### config.mk
export PLATFORM = sky130hd
export DESIGN_NAME = decode
export DESIGN_NICKNAME = d
export VERILOG_FILES = /design/src/rtl/y86_pkg.sv /design/src/rtl/decode_regfile_read_mux.sv /design/src/rtl/decode.sv
export SDC_FILE = /design/constraint.sdc
export NUM_CORES = 1
export LEC_CHECK = 0
export CORE_AREA = 2 2 428 430
export CTS_BUF_LIST = sky130_fd_sc_hd__clkbuf_8
export DETAILED_ROUTE_END_ITERATION = 8
export DIE_AREA = 0 0 430 432
export GPL_ROUTABILITY_DRIVEN = 1
export PLACE_DENSITY = 0.37
export SYNTH_ARGS = -nofsm -noshare
export SYNTH_HDL_FRONTEND = slang
export SYNTH_HIERARCHICAL = 1
export SYNTH_SLANG_ARGS = --single-unit
### constraint.sdc
create_clock -name clk -period 7.7 [get_ports clk]
set_input_delay 2.31 -clock clk [delete_from_list [all_inputs] [get_ports clk]]
set_output_delay 2.31 -clock clk [all_outputs]
set_load 0.05 [all_outputs]
### src/rtl/y86_pkg.sv
// Shared Y86-64 definitions: instruction codes, special register IDs and datapath width.
package y86_pkg;

    localparam int WORD_W = 64;

    localparam logic [3:0] I_HALT   = 4'h0;
    localparam logic [3:0] I_NOP    = 4'h1;
    localparam logic [3:0] I_CMOVXX = 4'h2;
    localparam logic [3:0] I_IRMOVQ = 4'h3;
    localparam logic [3:0] I_RMMOVQ = 4'h4;
    localparam logic [3:0] I_MRMOVQ = 4'h5;
    localparam logic [3:0] I_OPQ    = 4'h6;
    localparam logic [3:0] I_JXX    = 4'h7;
    localparam logic [3:0] I_CALL   = 4'h8;
    localparam logic [3:0] I_RET    = 4'h9;
    localparam logic [3:0] I_PUSHQ  = 4'hA;
    localparam logic [3:0] I_POPQ   = 4'hB;

    localparam logic [3:0] REG_RSP  = 4'h4;
    localparam logic [3:0] REG_NONE = 4'hF;

endpackage

### src/rtl/decode_regfile_read_mux.sv
// One register-file read port: picks one of the 15 registers by ID, ID 15 reads as zero.
module regfile_read_mux
    import y86_pkg::*;
#(
    parameter int W = 64
) (
    input  logic [3:0]          id,
    input  logic [14:0][W-1:0]  regs,
    output logic [W-1:0]        val
);

    always_comb begin
        val = '0;
        if (id != REG_NONE) begin
            val = regs[id];
        end
    end

endmodule

### src/rtl/decode.sv
// Y86-64 decode stage: picks srcA/srcB from icode/rA/rB, reads them and registers valA/valB.
module decode #(
    parameter int WORD_W = y86_pkg::WORD_W
) (
    input  logic              clk,
    input  logic              rst_n,
    input  logic [3:0]        icode,
    input  logic [3:0]        rA,
    input  logic [3:0]        rB,
    input  logic [WORD_W-1:0] reg_mem0,
    input  logic [WORD_W-1:0] reg_mem1,
    input  logic [WORD_W-1:0] reg_mem2,
    input  logic [WORD_W-1:0] reg_mem3,
    input  logic [WORD_W-1:0] reg_mem4,
    input  logic [WORD_W-1:0] reg_mem5,
    input  logic [WORD_W-1:0] reg_mem6,
    input  logic [WORD_W-1:0] reg_mem7,
    input  logic [WORD_W-1:0] reg_mem8,
    input  logic [WORD_W-1:0] reg_mem9,
    input  logic [WORD_W-1:0] reg_mem10,
    input  logic [WORD_W-1:0] reg_mem11,
    input  logic [WORD_W-1:0] reg_mem12,
    input  logic [WORD_W-1:0] reg_mem13,
    input  logic [WORD_W-1:0] reg_mem14,
    output logic [WORD_W-1:0] valA,
    output logic [WORD_W-1:0] valB
);

    import y86_pkg::*;

    function automatic logic [3:0] sel_src_a(input logic [3:0] ic, input logic [3:0] ra);
        case (ic)
            I_CMOVXX, I_RMMOVQ, I_OPQ, I_PUSHQ: sel_src_a = ra;
            I_RET, I_POPQ:                      sel_src_a = REG_RSP;
            default:                            sel_src_a = REG_NONE;
        endcase
    endfunction

    function automatic logic [3:0] sel_src_b(input logic [3:0] ic, input logic [3:0] rb);
        case (ic)
            I_RMMOVQ, I_MRMOVQ, I_OPQ:         sel_src_b = rb;
            I_CALL, I_RET, I_PUSHQ, I_POPQ:    sel_src_b = REG_RSP;
            default:                           sel_src_b = REG_NONE;
        endcase
    endfunction

    logic [3:0]              src_a;
    logic [3:0]              src_b;
    logic [14:0][WORD_W-1:0] regs;
    logic [WORD_W-1:0]       rd_a;
    logic [WORD_W-1:0]       rd_b;

    always_comb begin
        src_a = sel_src_a(icode, rA);
        src_b = sel_src_b(icode, rB);
    end

    // Index n of the packed view is register n.
    assign regs = {reg_mem14, reg_mem13, reg_mem12, reg_mem11, reg_mem10,
                   reg_mem9,  reg_mem8,  reg_mem7,  reg_mem6,  reg_mem5,
                   reg_mem4,  reg_mem3,  reg_mem2,  reg_mem1,  reg_mem0};

    regfile_read_mux #(.W(WORD_W)) u_read_a (
        .id   (src_a),
        .regs (regs),
        .val  (rd_a)
    );

    regfile_read_mux #(.W(WORD_W)) u_read_b (
        .id   (src_b),
        .regs (regs),
        .val  (rd_b)
    );

    always_ff @(posedge clk) begin
        if (!rst_n) begin
            valA <= '0;
            valB <= '0;
        end else begin
            valA <= rd_a;
            valB <= rd_b;
        end
    end

endmodule

==> results.tsv, run 1 <==
metric	value	unit
yosysTopAreaCellShare	40.7	%
start_kind	input port	
post_cts_buffers	0	
rsz0062_at_grt	no	
clkTransAtPathRegs	0.11	ns
die_area	186000	um^2
grt_pass1_vias	21700	
grt_max_degree	74	
end_kind	flip-flop	
hpwl	152000	um
slew_headroom	34.5	%
synth_area	20300	um^2
synth_area_leaders	mux4_2, mux2i_1, dfxtp_1, a22oi_1, nand2b_1	
critPathKind	input port to flip-flop	
synth_seq_cells	128	
drive_gt1_share	18.7	%
status	finished, final reports clean	
worst-endpoint-required	8.27	ns
pin_count	1102	
avgSynthCellArea	12.5	um^2
yosysTopAreaCell	mux4_2	
slew_viol_final	0	
setup_tns	0	ns
drtIter0Drc	1654	
wl	182000	um
overflow	0	
grt_pass1_wl	229000	um
portBuffers	1101	
gp_congestion	0.895	
finalNonFillerCells	5060	
synth_edf_count	0	
vias_per_cell	4.14	
multi_input_area	16000	um^2
cts-buffers-inserted	17	
fill_cells	19900	
hold_buffers	0	
ys_types	32	
period_needed	5.55	ns
syn_to_final_growth	66.9	%
regArea	2560	um^2
ys.flop_type	dfxtp_1	
cts-root-buf	clkbuf_8	
dr_total_vias	20900	
power.ir.vdd_worst	0.000120	V
synth_cells	1631	
drc	0	
grtUsageTotal	18.9	%
cts_tree	yes	
worstMarginPinSlew	0.980	ns
synthesis.nets	2605	
fp.dieW	430	um
synth-async-reset-ratio	0	%
p_total	3.95	mW
post-route-period-util	72.1	%
clock_sinks	128	
yosysMostFrequentCell	mux2i_1	
final_util	18.7	%
max_freq	180	MHz
critPathArrivalTime	6.12	ns
hold_viol	0	
synthTopCellsByCount	mux2i_1, mux4_2	
ys_warn_count	6	
placed_cells	4996	
drtAntennaViolNets	0	
dieHeight	432	um
post_cts_resized	0	
wl_per_cell	35.9	um
start_util	11.2	%
p_per_area	116	nW/um^2
cellLeakagePower	12.7	nW
core	182000	um^2
h-tree-depth	4	
nets	3604	
ys_seq_area_share	12.6	%
rows	157	
dr.pass1.iters	5	
setup_violations	0	
path_max_fanout	37	
antenna_found_initial	118	
hp-class	input port to flip-flop	
cts_max_path_buffers	2	
cap_violations	0	
[routing by layer]
layer | global-route usage, % | vias to the layer above | share of wire (%)
met3 | 6.32 | 200 | 8.3
met1 | 22.1 | 10900 | 39
met2 | 33.3 | 995 | 51
met5 | 0 | - | 0.28
met4 | 4.18 | 80 | 1.9
li1 | - | 8747 | -
[layout make-up]
type,count,area share (%)
repair buffers,1176,35.0
well taps,2385,8.79
flip-flops and latches,128,7.55
inverters,5,0.0700
multi-input cells,1302,47.2
clock buffers,18,0.730
clock inverters,13,0.420
diodes,33,0.243
[cells by family (layout without fill, tap and decap cells)]
group | after synthesis | in the layout | share of synthesized area (%)
compound gates | 262 | 262 | 8.06
buf+inv | 201 | 1212 | 9.26
flops | 128 | 128 | 12.6
mux | 768 | 768 | 61.7
other cells | 0 | 33 | 0
simple gates | 272 | 272 | 8.37
[path summary, 6_finish.rpt]
kind              startpoint       end  slack [ns]  cells past startpoint
setup / recovery    icode[0]  valB[50]        2.15                      8
hold / removal         rst_n  valB[21]        2.23                      2
[flip-flops by register name, summed over array words and instances (netlist names)]
register  cells
valA         64
valB         64
[cell usage in the layout (no fill, tap or decap), drive strengths merged]
cell and n:
nand2 2, a31oi 6, o21ai 128, inv 8, clkinv 5, clkinvlp 3
clkbuf 18, nor2b 2, nand3b 1, nand2b 128, dfxtp 128, or2 1
and2 128, nor2 6, clkdlybuf4s50 1100, and2b 2, bufinv 2, nand3 1
a22oi 128, mux2i 384, and3b 1, diode 33, buf 76, mux4 384
[power breakdown]
part / switching (mW) / total (mW) / internal [mW]
clock: 0.463 / 0.758 / 0.295
combinational: 1.18 / 2.41 / 1.23
sequential: 0.0489 / 0.779 / 0.730
total: 1.69 / 3.95 / 2.26
[worst max-delay path, stage by stage]
cell and delay (ns):
clkdlybuf4s50_1 0.65, nand2_1 0.27, a31oi_4 0.80, buf_12 0.39
mux4_1 0.62, a22oi_1 0.67, o21ai_1 0.14, and2_1 0.20
[per-stage QoR]
stage	hold WS (ns)	area, um^2	setup WS (ns)
4_1_cts	2.12	33900	2.13
6_report	2.23	33900	2.15
5_1_grt	2.17	33900	2.12
3_3_place_gp	2.93	33500	1.32
2_1_floorplan	2.60	20300	3.48
3_5_place_dp	2.94	33500	1.32
(Power assumes the default switching activity.)
==> run 2, diff against run 1 <==
CORE_AREA = 2 2 430 432   (was 2 2 428 430)
DIE_AREA = 0 0 432 434   (was 0 0 430 432)
clock period = 5.2 ns   (was 7.7 ns; I/O delays follow)
==> run 2 against run 1 <==
Against the previous run: sequential power is 48% higher; final cell count grew 0.45%; worst hold slack lost 0.67 ns; die area grew 0.93%; via count up 0.58%; largest power group unchanged.
==> results.tsv, run 2 (synthesis gave the netlist of run 1 again) <==
metric	value	unit	change
status	finished, final reports clean		
worstMarginPinSlew	0.868	ns	-0.112 ns
cts-buffers-inserted	17		unchanged
critPathSlowestCell	clkdlybuf4s50_1		
crit_family	buffers and inverters		
crit_chain	clkdlybuf4s50_1 -> nand2_1 -> a31oi_4 -> buf_12 -> buf_12 -> buf_12 -> mux4_2 -> a22oi_1 -> o21ai_1 -> and2_1		
cp-startpoint	icode[0]		
cts-root-buf	clkbuf_8		
fin_ws	1.07	ns	-1.09 ns
critPathArrivalTime	4.68	ns	-1.44 ns
clkTransAtPathRegs	0.11	ns	about the same
start_util	11.1	%	-0.048 points
pre_cts_slack	0.307	ns	-1.01 ns
drtIter0Drc	1563		-5.5%
dr_total_vias	21100		+0.58%
dr.pass1.iters	5		unchanged
pin_count	1102		unchanged
grtUsageTotal	18.6	%	-0.30 points
p_per_area	171	nW/um^2	+47%
portBuffers	1101		unchanged
drtAntennaViolNets	0		unchanged
final_common_cell	clkdlybuf4s50_1		
gp_congestion	0.919		+2.7%
cellLeakagePower	12.8	nW	+1.4%
setup_violations	0		unchanged
crit_top_cell	buf_12		
syn_to_final_growth	68.5	%	
min_from	rst_n		
setup_tns	0	ns	unchanged
max_stage_delay	0.58	ns	-0.22 ns
reg_top3	valA x64, valB x64		
final_cell_mix	clkdlybuf4s50_1, mux2i_1, mux4_2		
start_kind	input port		
core	182000	um^2	+0.43%
clock_sinks	128		unchanged
hold_buffers	0		unchanged
post-route-period-util	79.5	%	
die_area	187000	um^2	+0.93%
worst-endpoint-required	5.74	ns	-2.53 ns
max_freq	242	MHz	
hp-class	input port to flip-flop		
period_needed	4.13	ns	
cts_tree	yes		
grt_max_degree	73		-1.4%
vias_per_cell	4.14		+0.12%
hold_viol	0		unchanged
cts_max_path_buffers	2		unchanged
wl	180000	um	-0.62%
wl_per_cell	35.5	um	-1.1%
fp.dieW	432	um	+0.47%
power.ir.vdd_worst	0.000122	V	+2.4%
slew_viol_final	0		unchanged
hpwl	153000	um	+0.36%
nets	3624		+0.55%
path_buf_inv	4		+2
drc	0		unchanged
post_cts_resized	0		unchanged
cap_violations	0		unchanged
dieHeight	434	um	+0.46%
grt_pass1_wl	228000	um	-0.34%
path_max_fanout	43		+16%
antenna_found_initial	108		-8.5%
h-tree-depth	4		unchanged
rows	157		unchanged
drive_gt1_share	19.3	%	+0.60 points
grt_pass1_vias	22000		+1.7%
fill_cells	20100		+1.1%
rsz0062_at_grt	no		
post_cts_buffers	0		unchanged
slew_headroom	42.0	%	+7.5 points
critPathKind	input port to flip-flop		
overflow	0		unchanged
end_kind	flip-flop		
==> run 2: worst paths after layout <==
kind	to	slack, ns	cells past startpoint
setup / recovery	valB[18]	1.07	10
hold / removal	valA[17]	1.56	2
==> run 2: where the power goes <==
| part | internal [mW] | switching, mW |
|---|---|---|
| sequential | 1.08 | 0.0645 |
| clock | 0.492 | 0.621 |
| combinational | 1.86 | 1.75 |
| total | 3.43 | 2.44 |
==> run 2: final cells by class <==
type | instances | area (um^2) | area share (%)
clock buffer | 19 | 262 | 0.763
inverter | 5 | 23.8 | 0.0694
timing repair buffer | 1196 | 12200 | 35.6
sequential | 128 | 2560 | 7.48
antenna | 35 | 87.6 | 0.256
clock inverter | 13 | 146 | 0.427
multi-input combinational | 1302 | 16000 | 46.7
tap | 2385 | 2980 | 8.71
==> run 2: per-stage QoR <==
step,cell area (um^2),power [mW],hold WS [ns],std cells,util [%]
CTS,34200,6.01,1.47,5048,18.7
detailed placement,33800,4.80,2.29,5016,18.5
global route,34200,6.15,1.53,5075,18.8
floorplan,20300,3.06,1.85,1631,-
finish,34300,5.87,1.56,5083,18.8
global placement,33800,4.82,2.30,5016,18.5
==> run 2: per-layer routing <==
| layer | wire [um] | track usage [%] | share of wire, % | vias to the layer above |
|---|---|---|---|---|
| li1 | - | - | - | 8777 |
| met1 | 70200 | 21.7 | 39 | 11000 |
| met2 | 90200 | 31.9 | 50 | 974 |
| met3 | 14600 | 6.30 | 8.1 | 231 |
| met4 | 4850 | 5.74 | 2.7 | 86 |
| met5 | 540 | 0 | 0.30 | - |
